--- src/rtl/ps2_pkg.sv ---
// Shared PS/2 definitions for the command sequencers.
// Contents:
//   - device reply byte constants (ACK, RESEND, device error)
//   - failure cause codes reported on err_code
//   - command sequencer state encoding
package ps2_pkg;

  localparam logic [7:0] PS2_ACK     = 8'hFA;
  localparam logic [7:0] PS2_RESEND  = 8'hFE;
  localparam logic [7:0] PS2_DEV_ERR = 8'hFC;

  localparam logic [1:0] ERR_NONE    = 2'd0;
  localparam logic [1:0] ERR_TIMEOUT = 2'd1;
  localparam logic [1:0] ERR_RETRY   = 2'd2;
  localparam logic [1:0] ERR_DEVICE  = 2'd3;

  typedef enum logic [2:0] {
    ST_IDLE     = 3'd0,
    ST_SEND     = 3'd1,
    ST_WAIT_TX  = 3'd2,
    ST_WAIT_ACK = 3'd3,
    ST_DONE     = 3'd4,
    ST_FAIL     = 3'd5
  } seq_state_t;

endpackage

--- src/rtl/ps2_cmd_sequencer_if.sv ---
// Bus bundle between the PS/2 command sequencer and its environment.
// Groups three sides:
//   command side : cmd_valid/cmd_ready/cmd_byte0/cmd_byte1/cmd_two,
//                  done/error/err_code completion status
//   transceiver  : tx_data/tx_send/tx_done/tx_error, rx_data/rx_valid
//   keyboard side: resp_data/resp_valid forwarded scan codes
// Modports:
//   slave  - the sequencer's view
//   master - the surrounding logic's view (host, transceiver, keyboard)
interface ps2_cmd_sequencer_if;

  logic       cmd_valid;
  logic       cmd_ready;
  logic [7:0] cmd_byte0;
  logic [7:0] cmd_byte1;
  logic       cmd_two;
  logic [7:0] tx_data;
  logic       tx_send;
  logic       tx_done;
  logic       tx_error;
  logic [7:0] rx_data;
  logic       rx_valid;
  logic [7:0] resp_data;
  logic       resp_valid;
  logic       done;
  logic       error;
  logic [1:0] err_code;

  modport slave (
    input  cmd_valid, cmd_byte0, cmd_byte1, cmd_two,
    input  tx_done, tx_error, rx_data, rx_valid,
    output cmd_ready, tx_data, tx_send, resp_data, resp_valid,
    output done, error, err_code
  );

  modport master (
    output cmd_valid, cmd_byte0, cmd_byte1, cmd_two,
    output tx_done, tx_error, rx_data, rx_valid,
    input  cmd_ready, tx_data, tx_send, resp_data, resp_valid,
    input  done, error, err_code
  );

endinterface

--- src/rtl/ps2_timeout_timer.sv ---
// Saturating cycle timer used to bound waits on the PS/2 device.
// Ports:
//   clk     - clock, rising edge
//   srst    - synchronous active-high reset, clears the count
//   clear   - restart counting from zero (wins over enable)
//   enable  - count one cycle
//   expired - count has reached TIMEOUT_CYCLES-1; the owner acts on the
//             following edge, so a wait lasts exactly TIMEOUT_CYCLES cycles
module ps2_timeout_timer #(
  parameter int TIMEOUT_CYCLES = 1000000
) (
  input  logic clk,
  input  logic srst,
  input  logic clear,
  input  logic enable,
  output logic expired
);

  localparam int TW = $clog2(TIMEOUT_CYCLES + 1);

  logic [TW-1:0] count_reg;

  always_ff @(posedge clk) begin
    if (srst || clear) begin
      count_reg <= '0;
    end else if (enable && (count_reg != TW'(TIMEOUT_CYCLES))) begin
      // Holds at TIMEOUT_CYCLES instead of wrapping back to zero.
      count_reg <= count_reg + 1'b1;
    end
  end

  assign expired = (count_reg == TW'(TIMEOUT_CYCLES - 1));

endmodule

--- src/rtl/ps2_cmd_sequencer.sv ---
// Sends one- or two-byte host-to-device PS/2 commands through the byte-level
// transceiver, waiting for the device ACK after each byte. RESEND replies and
// transceiver errors are retried up to MAX_RETRY times per byte; a device
// error reply or a wait longer than TIMEOUT_CYCLES fails the command.
// While idle, received bytes are forwarded to the keyboard logic.
// Ports:
//   CLOCK_50 - system clock, rising edge
//   reset    - synchronous active-high reset, abandons any command silently
//   bus      - ps2_cmd_sequencer_if.slave (command, transceiver, scan codes)
module ps2_cmd_sequencer
  import ps2_pkg::*;
#(
  parameter int TIMEOUT_CYCLES = 1000000,
  parameter int MAX_RETRY      = 3
) (
  input  logic                  CLOCK_50,
  input  logic                  reset,
  ps2_cmd_sequencer_if.slave    bus
);

  localparam int RETRY_W = (MAX_RETRY > 0) ? $clog2(MAX_RETRY + 1) : 1;

  seq_state_t         state_reg;
  logic [7:0]         byte0_reg;
  logic [7:0]         byte1_reg;
  logic               two_reg;
  logic               idx_reg;
  logic [RETRY_W-1:0] retry_reg;
  logic [7:0]         tx_data_reg;
  logic               tx_send_reg;
  logic               done_reg;
  logic               error_reg;
  logic [1:0]         err_code_reg;
  logic [7:0]         resp_data_reg;
  logic               resp_valid_reg;

  logic timer_clear;
  logic timer_enable;
  logic timer_expired;
  logic retry_exhausted;

  // Timer restarts for each transmission and again once the byte is out,
  // so the tx wait and the ACK wait are bounded separately.
  assign timer_clear  = (state_reg == ST_SEND) ||
                        ((state_reg == ST_WAIT_TX) && bus.tx_done);
  assign timer_enable = (state_reg == ST_WAIT_TX) || (state_reg == ST_WAIT_ACK);
  assign retry_exhausted = (retry_reg == RETRY_W'(MAX_RETRY));

  ps2_timeout_timer #(
    .TIMEOUT_CYCLES (TIMEOUT_CYCLES)
  ) u_timer (
    .clk     (CLOCK_50),
    .srst    (reset),
    .clear   (timer_clear),
    .enable  (timer_enable),
    .expired (timer_expired)
  );

  always_ff @(posedge CLOCK_50) begin
    if (reset) begin
      state_reg      <= ST_IDLE;
      byte0_reg      <= 8'h00;
      byte1_reg      <= 8'h00;
      two_reg        <= 1'b0;
      idx_reg        <= 1'b0;
      retry_reg      <= '0;
      tx_data_reg    <= 8'h00;
      tx_send_reg    <= 1'b0;
      done_reg       <= 1'b0;
      error_reg      <= 1'b0;
      err_code_reg   <= ERR_NONE;
      resp_data_reg  <= 8'h00;
      resp_valid_reg <= 1'b0;
    end else begin
      // Pulse outputs default low; done/error are raised on the edge that
      // enters DONE/FAIL so they are visible for exactly that state's cycle.
      tx_send_reg    <= 1'b0;
      done_reg       <= 1'b0;
      error_reg      <= 1'b0;
      resp_valid_reg <= 1'b0;

      case (state_reg)
        ST_IDLE: begin
          if (bus.rx_valid) begin
            resp_valid_reg <= 1'b1;
            resp_data_reg  <= bus.rx_data;
          end
          if (bus.cmd_valid) begin
            byte0_reg <= bus.cmd_byte0;
            byte1_reg <= bus.cmd_byte1;
            two_reg   <= bus.cmd_two;
            idx_reg   <= 1'b0;
            retry_reg <= '0;
            state_reg <= ST_SEND;
          end
        end

        ST_SEND: begin
          tx_data_reg <= idx_reg ? byte1_reg : byte0_reg;
          tx_send_reg <= 1'b1;
          state_reg   <= ST_WAIT_TX;
        end

        ST_WAIT_TX: begin
          if (bus.tx_done) begin
            state_reg <= ST_WAIT_ACK;
          end else if (bus.tx_error) begin
            if (retry_exhausted) begin
              state_reg    <= ST_FAIL;
              error_reg    <= 1'b1;
              err_code_reg <= ERR_RETRY;
            end else begin
              retry_reg <= retry_reg + 1'b1;
              state_reg <= ST_SEND;
            end
          end else if (timer_expired) begin
            state_reg    <= ST_FAIL;
            error_reg    <= 1'b1;
            err_code_reg <= ERR_TIMEOUT;
          end
        end

        ST_WAIT_ACK: begin
          // Unrecognised bytes fall through and are dropped; the timer
          // keeps running so a chatty device cannot stall the command.
          if (bus.rx_valid && (bus.rx_data == PS2_ACK)) begin
            if (!idx_reg && two_reg) begin
              idx_reg   <= 1'b1;
              retry_reg <= '0;
              state_reg <= ST_SEND;
            end else begin
              state_reg <= ST_DONE;
              done_reg  <= 1'b1;
            end
          end else if (bus.rx_valid && (bus.rx_data == PS2_RESEND)) begin
            if (retry_exhausted) begin
              state_reg    <= ST_FAIL;
              error_reg    <= 1'b1;
              err_code_reg <= ERR_RETRY;
            end else begin
              retry_reg <= retry_reg + 1'b1;
              state_reg <= ST_SEND;
            end
          end else if (bus.rx_valid && (bus.rx_data == PS2_DEV_ERR)) begin
            state_reg    <= ST_FAIL;
            error_reg    <= 1'b1;
            err_code_reg <= ERR_DEVICE;
          end else if (timer_expired) begin
            state_reg    <= ST_FAIL;
            error_reg    <= 1'b1;
            err_code_reg <= ERR_TIMEOUT;
          end
        end

        ST_DONE: state_reg <= ST_IDLE;
        ST_FAIL: state_reg <= ST_IDLE;
        default: state_reg <= ST_IDLE;
      endcase
    end
  end

  assign bus.cmd_ready  = (state_reg == ST_IDLE);
  assign bus.tx_data    = tx_data_reg;
  assign bus.tx_send    = tx_send_reg;
  assign bus.done       = done_reg;
  assign bus.error      = error_reg;
  assign bus.err_code   = err_code_reg;
  assign bus.resp_data  = resp_data_reg;
  assign bus.resp_valid = resp_valid_reg;

endmodule

--- src/flat_wrapper.sv ---
// flat-port wrapper written by rule: the top's interface ports become plain ports
module ps2_cmd_sequencer_flat import ps2_pkg::*;
#(
  parameter int TIMEOUT_CYCLES = 1000000,
  parameter int MAX_RETRY      = 3
)
  (CLOCK_50, reset, bus_cmd_valid, bus_cmd_byte0, bus_cmd_byte1, bus_cmd_two, bus_tx_done, bus_tx_error, bus_rx_data, bus_rx_valid, bus_cmd_ready, bus_tx_data, bus_tx_send, bus_resp_data, bus_resp_valid, bus_done, bus_error, bus_err_code);
  ps2_cmd_sequencer_if bus_i ();
  input  logic CLOCK_50;
  input  logic reset;
  input wire logic [$bits(bus_i.cmd_valid)-1:0] bus_cmd_valid;
  input wire logic [$bits(bus_i.cmd_byte0)-1:0] bus_cmd_byte0;
  input wire logic [$bits(bus_i.cmd_byte1)-1:0] bus_cmd_byte1;
  input wire logic [$bits(bus_i.cmd_two)-1:0] bus_cmd_two;
  input wire logic [$bits(bus_i.tx_done)-1:0] bus_tx_done;
  input wire logic [$bits(bus_i.tx_error)-1:0] bus_tx_error;
  input wire logic [$bits(bus_i.rx_data)-1:0] bus_rx_data;
  input wire logic [$bits(bus_i.rx_valid)-1:0] bus_rx_valid;
  output wire logic [$bits(bus_i.cmd_ready)-1:0] bus_cmd_ready;
  output wire logic [$bits(bus_i.tx_data)-1:0] bus_tx_data;
  output wire logic [$bits(bus_i.tx_send)-1:0] bus_tx_send;
  output wire logic [$bits(bus_i.resp_data)-1:0] bus_resp_data;
  output wire logic [$bits(bus_i.resp_valid)-1:0] bus_resp_valid;
  output wire logic [$bits(bus_i.done)-1:0] bus_done;
  output wire logic [$bits(bus_i.error)-1:0] bus_error;
  output wire logic [$bits(bus_i.err_code)-1:0] bus_err_code;
  assign bus_i.cmd_valid = bus_cmd_valid;
  assign bus_i.cmd_byte0 = bus_cmd_byte0;
  assign bus_i.cmd_byte1 = bus_cmd_byte1;
  assign bus_i.cmd_two = bus_cmd_two;
  assign bus_i.tx_done = bus_tx_done;
  assign bus_i.tx_error = bus_tx_error;
  assign bus_i.rx_data = bus_rx_data;
  assign bus_i.rx_valid = bus_rx_valid;
  assign bus_cmd_ready = bus_i.cmd_ready;
  assign bus_tx_data = bus_i.tx_data;
  assign bus_tx_send = bus_i.tx_send;
  assign bus_resp_data = bus_i.resp_data;
  assign bus_resp_valid = bus_i.resp_valid;
  assign bus_done = bus_i.done;
  assign bus_error = bus_i.error;
  assign bus_err_code = bus_i.err_code;
  ps2_cmd_sequencer #(.TIMEOUT_CYCLES(TIMEOUT_CYCLES), .MAX_RETRY(MAX_RETRY)) u_core (.CLOCK_50(CLOCK_50), .reset(reset), .bus(bus_i));
endmodule
--- config.mk ---
export PLATFORM = sky130hd
export DESIGN_NAME = ps2_cmd_sequencer_flat
export DESIGN_NICKNAME = d
export VERILOG_FILES = /design/src/rtl/ps2_pkg.sv /design/src/rtl/ps2_cmd_sequencer_if.sv /design/src/rtl/ps2_timeout_timer.sv /design/src/rtl/ps2_cmd_sequencer.sv /design/src/flat_wrapper.sv
export SDC_FILE = /design/constraint.sdc
export NUM_CORES = 1
export LEC_CHECK = 0
export ABC_AREA = 0
export CORE_MARGIN = 3
export CORE_UTILIZATION = 47
export DETAILED_ROUTE_END_ITERATION = 16
export PLACE_DENSITY_LB_ADDON = 0.08
export SYNTH_ARGS = -nofsm -noshare
export SYNTH_HDL_FRONTEND = slang
export SYNTH_SLANG_ARGS = --single-unit
--- constraint.sdc ---
create_clock -name CLOCK_50 -period 1.9 [get_ports CLOCK_50]
set_clock_uncertainty 0.2 [all_clocks]
set_input_delay 0.38 -clock CLOCK_50 [delete_from_list [all_inputs] [get_ports CLOCK_50]]
set_output_delay 0.38 -clock CLOCK_50 [all_outputs]
set_load 0.02 [all_outputs]
# --- After elaboration in Yosys (flattened, before gate mapping) ---
# Cells that the tools add are included.
op_classes:
  addsub: 2
  n_mul: 0
  n_div: 0
  magnitude_cmp: 0
  n_eq_ne: 17
  n_shift: 0
  muxes: 42
  bitwise: 3
  reduce_logical: 21
ops:
  columns: ["cell", "n"]
  rows:
  - ["two-way mux 2 bit", 14]
  - ["two-way mux 3 bit", 9]
  - ["== test 8 bit, second input constant", 3]
  - ["adder 20 x 1 -> 20 bit, second input constant", 1]
  - ["== test 20 bit, second input constant", 1]
  - ["inequality test 20 bit, second input constant", 1]
  - ["two-way mux 1 bit", 13]
  - ["inequality test 2 bit, second input constant", 6]
  - ["case mux 3 bit (4 select lines)", 1]
  - ["two-way mux 8 bit", 1]
  - ["== test 3 x 2 -> 1 bit, second input constant", 2]
  - ["logical AND 1 bit", 6]
  - ["inequality test 3 bit, second input constant", 2]
  - ["case mux 2 bit (3 select lines)", 1]
  - ["AND reduction 6 bit", 1]
  - ["case mux 1 bit (2 select lines)", 2]
  - ["case mux 2 bit (2 select lines)", 1]
  - ["AND reduction 2 bit", 2]
  - ["AND reduction 4 bit", 1]
  - ["nonzero test 2 bit", 2]
  - ["== test 3 x 1 -> 1 bit, second input constant", 1]
  - ["zero test 3 bit", 1]
  - ["logical OR 1 bit", 3]
  - ["inverter 1 bit", 3]
  - ["other kinds (7)", 7]
word_totals:
  register_bits: 65
  latch_bits: 0
  ram_bits: 0
  mem_bits_ro: 0
  inputBits: 31
  out_inout_bits: 23
  wordCells: 99
  mem_count: 0

# --- Depth between registers and ports, before layout ---
# Gate-level depths: netlist of run 1.
logic_depth:
  ltp_word: 6
  ltp_mapped: 7
  ltp_nobuf: 6

# --- Modules after synthesis ---
# A second synthesis of run 1 with hierarchy kept.
hier_totals:
  hier_cells: 358
  hier_area_um2: 2935.3
modules_own_cells:
  columns: ["mod", "instances", "cells_each", "area_each_um2"]
  rows:
  - ["ps2_cmd_sequencer", 1, 239, 1914.3]
  - ["ps2_timeout_timer", 1, 119, 1021.0]

# --- Least setup slack after synthesis of run 1 ---
# Ideal clock, no wire load.
synth_path:
  path_kind: "register -> register"
  startpoint: "reg u_core.state_reg[2]"
  endpoint: "reg u_core.byte1_reg[0]"
  setup_time_ns: 0.070
  arrival_ns: 1.602
  required_time_ns: 1.630
  slack_ns: 0.027
  path_stages_with_launch: 8
  synth_period_minus_slack_ns: 1.873
  cell_sequence: "dfxtp_1 buf_2 nor3_2 and2_1 buf_2 buf_2 nand2_1 a21oi_1"
synth_via:
  elab_chain_cells: 2
synth_rtl:
  columns: ["element", "line_no", "source"]
  rows:
  - ["start: declaration", "ps2_cmd_sequencer.sv:23", "seq_state_t state_reg;"]
  - ["start signal: assignment", "ps2_cmd_sequencer.sv:61", "state_reg <= ST_IDLE;"]
  - ["start signal: assignment", "ps2_cmd_sequencer.sv:94", "state_reg <= ST_SEND;"]
  - ["start signal: assignment", "ps2_cmd_sequencer.sv:101", "state_reg <= ST_WAIT_TX;"]
  - ["zero test 3 bit", null, null]
  - ["named net bus_cmd_ready", "flat_wrapper.sv:19", "output wire logic [$bits(bus_i.cmd_ready)-1:0] bus_cmd_ready;"]
  - ["AND reduction 2 bit (no line)", null, null]
  - ["end signal: assignment", "ps2_cmd_sequencer.sv:90", "byte1_reg <= bus.cmd_byte1;"]
  - ["end: declaration", "ps2_cmd_sequencer.sv:25", "logic [7:0] byte1_reg;"]
# The timed path passes the listed nets, and every way through them passes these cells.
# A chain may end at the register's enable or synchronous reset.

# --- Worst setup path in the final report of run 1 ---
layout_path:
  startpoint: "reg u_core.u_timer.count_reg[2]"
  endpoint: "reg u_core.u_timer.count_reg[12]"
layout_via:
  elab_chain_cells: 2
  word_cells_on_any_way: 3
  cone_classes: "add/sub (1); eq/ne (1); reduce/logical (1)"
layout_rtl:
  columns: ["element", "line_no", "source"]
  rows:
  - ["start: declaration", "ps2_timeout_timer.sv:21", "logic [TW-1:0] count_reg;"]
  - ["start signal: assignment", "ps2_timeout_timer.sv:28", "count_reg <= count_reg + 1'b1;"]
  - ["branches (longest 2 deep; another with adder 20 x 1 -> 20 bit)", null, null]
# Several ways; the timed one is not identified.

==> flow_summary.json, run 1 <==
{
  "status": "finished, final reports clean",
  "fin_setup_tns_ps": 0,
  "crit_fanout": 6,
  "synthTopCellsByCount": "dfxtp_1 (65), nand2_1 (61), a21oi_1 (37), nor2_1 (26)",
  "layout_setup_ws_ps": 46.66,
  "n_antenna_cell": 0,
  "regArea_um2": 1310,
  "n_fill_cell": 469,
  "start_kind": "flop",
  "fin_total_pwr_uw": 3374,
  "initial_core_util_pct": 49.27,
  "synthArstFlopShare_pct": 0,
  "tightestPinTransition_ps": 344.2,
  "layoutNonFillerInstCount": 520,
  "dp_hpwl_mm": 5.250,
  "grt_pass1_vias": 2729,
  "clkSinkCount": 65,
  "critical-path-top-delay-family": "simple AND/OR/NAND/NOR gates",
  "crit_path_end_kind": "flop",
  "yosys.area.top_type": "dfxtp_1",
  "grt_overflow_total": 0,
  "multi_input_area_um2": 1635,
  "ys_warn_count": 0,
  "syn_nets": 382,
  "portBuffers": 53,
  "crit_buf_inv": 1,
  "crit_required_ps": 1970,
  "stdcell_area_um2": 4238,
  "synth_top_area_share_pct": 44.09,
  "ys_top_cells_by_area": "dfxtp_1 (44%), nand2_1 (7.8%), a21oi_1 (6.3%)",
  "pin_count": 54,
  "setup_viol": 0,
  "final_hold_viol_count": 0,
  "wl_per_cell_um": 14.32,
  "clkSlewWorstSetupHoldPaths_ps": 70,
  "placed_cell_area_um2": 3854,
  "cp_slowest_cell": "or4_4",
  "core.rowCount": 28,
  "antenna_found_initial": 0,
  "areaGrowthSynthToFinish_pct": 43.58,
  "dp_slack_ps": -416.0,
  "ys_types": 55,
  "path_cells": "and4_1 > and2_2 > o2111ai_2 > buf_6 > or4_4 > a21oi_2",
  "ir_worst_vdd_mv": 0.6086,
  "critPathMaxStageDelay_ps": 410,
  "period_share_pct": 97.54,
  "synth-seq-cells": 65,
  "placed_cells": 503,
  "grt_max_degree": 23,
  "synth_edf_count": 0,
  "fin_crit_ps": 1853,
  "remaining_drc_errors": 0,
  "cts_setup_buffers": 0,
  "p_leak_uw": 0.001681,
  "clock_latency_ps": 330,
  "postSynthAreaPerCell_um2": 8.457,
  "drv_cap": 0,
  "detail-route-antenna-nets": 0,
  "dr_total_vias": 2833,
  "synth_seq_area_share_pct": 44.09,
  "place.gp.congestion": 0.8525,
  "maxSlewHeadroom_pct": 76.73,
  "max_freq_ghz": 0.5396,
  "routed_wl_mm": 7.447,
  "slew_violations": 0,
  "h-tree-depth": 3,
  "die_x_um": 85.25,
  "drive_gt1_share_pct": 22.02,
  "nets": 473,
  "cts-root-buf": "clkbuf_8",
  "synthFlopType": "dfxtp_1",
  "largest_reg_flops": 20,
  "dieArea_um2": 7267,
  "hp-class": "input pin to flop",
  "core_area_um2": 5991,
  "worstPathArrival_ps": 1920,
  "grt_util_all_layers_pct": 20.55,
  "grt_setup_unrepaired": "true",
  "criticalPathCategory": "flop to flop",
  "drt_iter0_markers": 122,
  "post-synth-top-count-cell": "dfxtp_1",
  "grt_pass1_wl_mm": 12.18,
  "firstDrtPassIters": 4,
  "syn_area_um2": 2952,
  "synth_cells": 349,
  "cts.path.max_buffers": 2,
  "vias_per_cell": 5.448,
  "p_per_area_nw_per_um2": 796.1,
  "die_height_um": 85.25,
  "cts-buffers-inserted": 9,
  "cts_tree": "yes"
}
## cells in the final DEF, fill, tap and decap left out, types with 8 or more instances in the layout
cell,Yosys,final
clkdlybuf4s50_1,0,35
nor2_1,26,26
dlymetal6s2s_1,0,9
clkbuf_8,2,11
a21oi_1,37,35
buf_4,0,41
dlygate4sd2_1,0,8
mux2i_1,11,11
a211oi_1,10,10
nand2_1,61,61
nand3_1,10,9
dfxtp_1,65,58
inv_1,9,9
xor2_1,8,8
## metrics by stage
step,utilization [%],hold WS [ps]
3_5_place_dp,64.33,246.6
4_1_cts,68.11,241.2
3_3_place_gp,64.33,242.3
6_report,70.74,151.8
5_1_grt,70.74,152.4
2_1_floorplan,-,235.7
## power by group
part | total (uW) | switching (uW) | leakage [uW] | internal, uW
Clock | 1340 | 524 | 0.000109 | 811
Combinational | 562 | 293 | 0.00104 | 270
Sequential | 1480 | 42.6 | 0.000533 | 1430
## layer usage
metal / vias to the layer above / track usage, % / share of wire, %
met5: - / 0 / 0
met4: 0 / 8.345 / 2.6
met3: 22 / 4.854 / 4.5
met2: 76 / 32.13 / 46
met1: 1314 / 27.26 / 47
li1: 1421 / - / -
## worst min-delay path, delay by kind of cell
kind | cells | cell delay [ps]
buf+inv | 1 | 140
simple gates | 1 | 60
compound gates | 1 | 50
## cell families after synthesis
kind of cell             Yosys count  synth area share, %
adder cells (fa/ha/maj)            2               0.8477
flip-flops                        65                44.09
multiplexers                      11                3.731
buffers and inverters             28                4.451
AO/OA/AOI/OAI                     77                16.32
AND/OR/NAND/NOR                  155                27.30
XOR/XNOR                          11                3.264
## repair_timing
action / 4_1_cts / 5_1_grt
hold buffers: 0 / 0
cloned: 0 / 1
setup endpoints to repair: 6 / 25
resized for setup: 12 / 42
pin swaps: 1 / 11
## worst paths after layout
| path | start | endpoint | slack, ps | cells past startpoint |
|---|---|---|---|---|
| max reg2reg | u_core.u_timer.count_reg[2] | u_core.u_timer.count_reg[12] | 50 | 6 |
| max | u_core.u_timer.count_reg[2] | u_core.u_timer.count_reg[12] | 50 | 6 |
| min reg2reg | u_core.bus.resp_data[0] | u_core.bus.resp_data[0] | 250 | 2 |
| min | bus_rx_data[6] | u_core.bus.resp_data[6] | 150 | 3 |
## area by class of cell
class	instances	share of cell area, %
timing repair buffer	99	22.05
multi-input combinational	256	38.59
sequential	65	30.91
clock inverter	4	1.771
clock buffer	12	3.661
tap	75	2.214
inverter	9	0.7972
(Power assumes the default switching activity.)
==> inputs of run 2 (changes only) <==
Settings changed: CAP_MARGIN from default to 20.
==> results of run 2 <==
Final layout, timing and power as in run 1 (identical DEF).
==> inputs of run 3 (changes only) <==
Settings changed: CORE_UTILIZATION 47 to 30, SKIP_CTS_REPAIR_TIMING from default to 1.
==> flow_summary.json, run 3 (synthesized netlist as in run 1, its figures left out) <==
{
  "grt_util_all_layers_pct": 14.57,
  "setup_viol": 0,
  "worstPathArrival_ps": 1910,
  "max_freq_ghz": 0.5357,
  "grt_overflow_total": 0,
  "die_height_um": 105.2,
  "place.gp.congestion": 0.8692,
  "hp-start": "bus_rx_data[4]",
  "dieArea_um2": 11060,
  "path_cells": "clkdlybuf4s50_1 > and4b_1 > a41o_1 > or2_2 > o31ai_2 > a31oi_1",
  "nets": 477,
  "grt_pass1_wl_mm": 13.16,
  "layoutNonFillerInstCount": 578,
  "clock_latency_ps": 350,
  "layout_setup_ws_ps": 33.44,
  "pin_count": 54,
  "criticalPathCategory": "input pin to flop",
  "critPathMaxStageDelay_ps": 490,
  "detail-route-antenna-nets": 0,
  "hold_path_depth": 3,
  "placed_cells": 561,
  "placed_cell_area_um2": 3976,
  "fin_crit_ps": 1867,
  "ir_worst_vdd_mv": 0.3454,
  "mostFrequentLayoutCell": "nand2_1",
  "cts.path.max_buffers": 2,
  "seqPwrFrac_pct": 45.1,
  "cts-buffers-inserted": 9,
  "firstDrtPassIters": 4,
  "crit_path_end_kind": "flop",
  "portBuffers": 53,
  "antenna_found_initial": 0,
  "finish.utilization_pct": 46.46,
  "r2r_slack_ps": 30,
  "p_leak_uw": 0.001848,
  "grt_setup_unrepaired": "true",
  "areaGrowthSynthToFinish_pct": 48.20,
  "period_share_pct": 98.24,
  "critical-path-top-delay-family": "compound AO/OA/AOI/OAI gates",
  "n_fill_cell": 949,
  "internal-power_uw": 2357,
  "start_kind": "input pin",
  "core_area_um2": 9415,
  "drt_iter0_markers": 148,
  "dp_slack_ps": -410.0,
  "slew_violations": 0,
  "drv_cap": 0,
  "pwr-share-clk_pct": 37.2,
  "wl_per_cell_um": 13.89,
  "final_hold_viol_count": 0,
  "cts-root-buf": "clkbuf_8",
  "hp-class": "input pin to flop",
  "crit_fanout": 3,
  "n_antenna_cell": 0,
  "ff2ff_path_depth": 6,
  "p_per_area_nw_per_um2": 745.6,
  "p_sw_share_pct": 27.73,
  "largest_reg_flops": 20,
  "power_frac_comb_pct": 17.7,
  "min_to": "u_core.bus.resp_data[4]",
  "grt_max_degree": 33,
  "drive_gt1_share_pct": 23.61,
  "tightestPinTransition_ps": 358.2,
  "crit_buf_inv": 1,
  "vias_per_cell": 4.919,
  "r2r-start": "u_core.u_timer.count_reg[2]",
  "clkSinkCount": 65,
  "netSwitchingPower_uw": 904.3,
  "grt_pass1_vias": 2886,
  "clkSlewWorstSetupHoldPaths_ps": 80,
  "maxSlewHeadroom_pct": 75.79,
  "core.rowCount": 35,
  "routed_wl_mm": 8.030,
  "dp_hpwl_mm": 5.592,
  "initial_core_util_pct": 31.35,
  "cp_slowest_cell": "clkdlybuf4s50_1",
  "dr_total_vias": 2843,
  "remaining_drc_errors": 0,
  "multi_input_area_um2": 1643,
  "cts_tree": "yes",
  "crit_required_ps": 1940,
  "regArea_um2": 1313,
  "r2r_end": "u_core.u_timer.count_reg[12]",
  "h-tree-depth": 3,
  "status": "finished, final reports clean",
  "final_cell_mix": "nand2_1 (61), dfxtp_1 (56), buf_4 (43), a21oi_1 (35), clkdlybuf4s50_1 (33)",
  "hold_slack_ps": 149.1,
  "stdcell_area_um2": 4374,
  "die_x_um": 105.2
}
run 3: cell types whose count changed in the layout (fill, tap and decap cells not counted), moves of 2 or more:
cell,change
buf_12,+2
buf_4,+2
clkdlybuf4s50_1,-2
clkinv_4,+2
dfxtp_1,-2
dfxtp_2,+2
dlygate4sd2_1,-8
dlymetal6s2s_1,+10
o31ai_2,+2
run 3: worst min-delay path, delay by kind of cell:
kind	cells	cell delay, ps
simple gates	1	70
buf+inv	1	150
compound gates	1	50
run 3: layout make-up:
class,instances,share of cell area (%)
clock inverter,6,1.545
tap,129,3.690
sequential,65,30.01
timing repair buffer,103,23.28
clock buffer,10,3.146
inverter,9,0.7723
multi-input combinational,256,37.56
run 3: how the worst max path moves through the flow:
stage                                     start                      endpoint  slack, ps  cells past startpoint
finish                           bus_rx_data[0]        u_core.bus.err_code[1]         30                      6
global route        u_core.u_timer.count_reg[2]  u_core.u_timer.count_reg[12]        -40                      6
CTS                         u_core.state_reg[2]                 bus_cmd_ready       -360                      2
detailed placement               bus_rx_data[0]        u_core.bus.err_code[0]       -410                      6
global placement                 bus_rx_data[5]        u_core.bus.err_code[1]       -370                      6
floorplan                   u_core.state_reg[2]           u_core.byte1_reg[0]         30                      7
run 3: power groups by stage:
stage | logic [uW] | registers, uW | clock network, uW
after floorplan | 244 | 1540 | 0
after global placement | 580 | 1500 | 0
after detailed placement | 579 | 1500 | 0
after CTS | 582 | 1470 | 1270
after global routing | 630 | 1480 | 1310
final | 577 | 1470 | 1210
run 3: metrics by stage:
step           TNS [ps]  total power (uW)
2_1_floorplan         0              1784
3_3_place_gp      -4253              2082
3_5_place_dp      -4961              2083
4_1_cts          -681.4              3320
5_1_grt          -42.43              3421
6_report              0              3261
run 3: layer usage:
layer / global-route usage, % / up-vias / wire (um)
met5: 0 / - / 0
met4: 5.342 / 0 / 94
met3: 3.644 / 9 / 361
met2: 24.82 / 60 / 3888
met1: 17.64 / 1348 / 3685
li1: - / 1426 / -
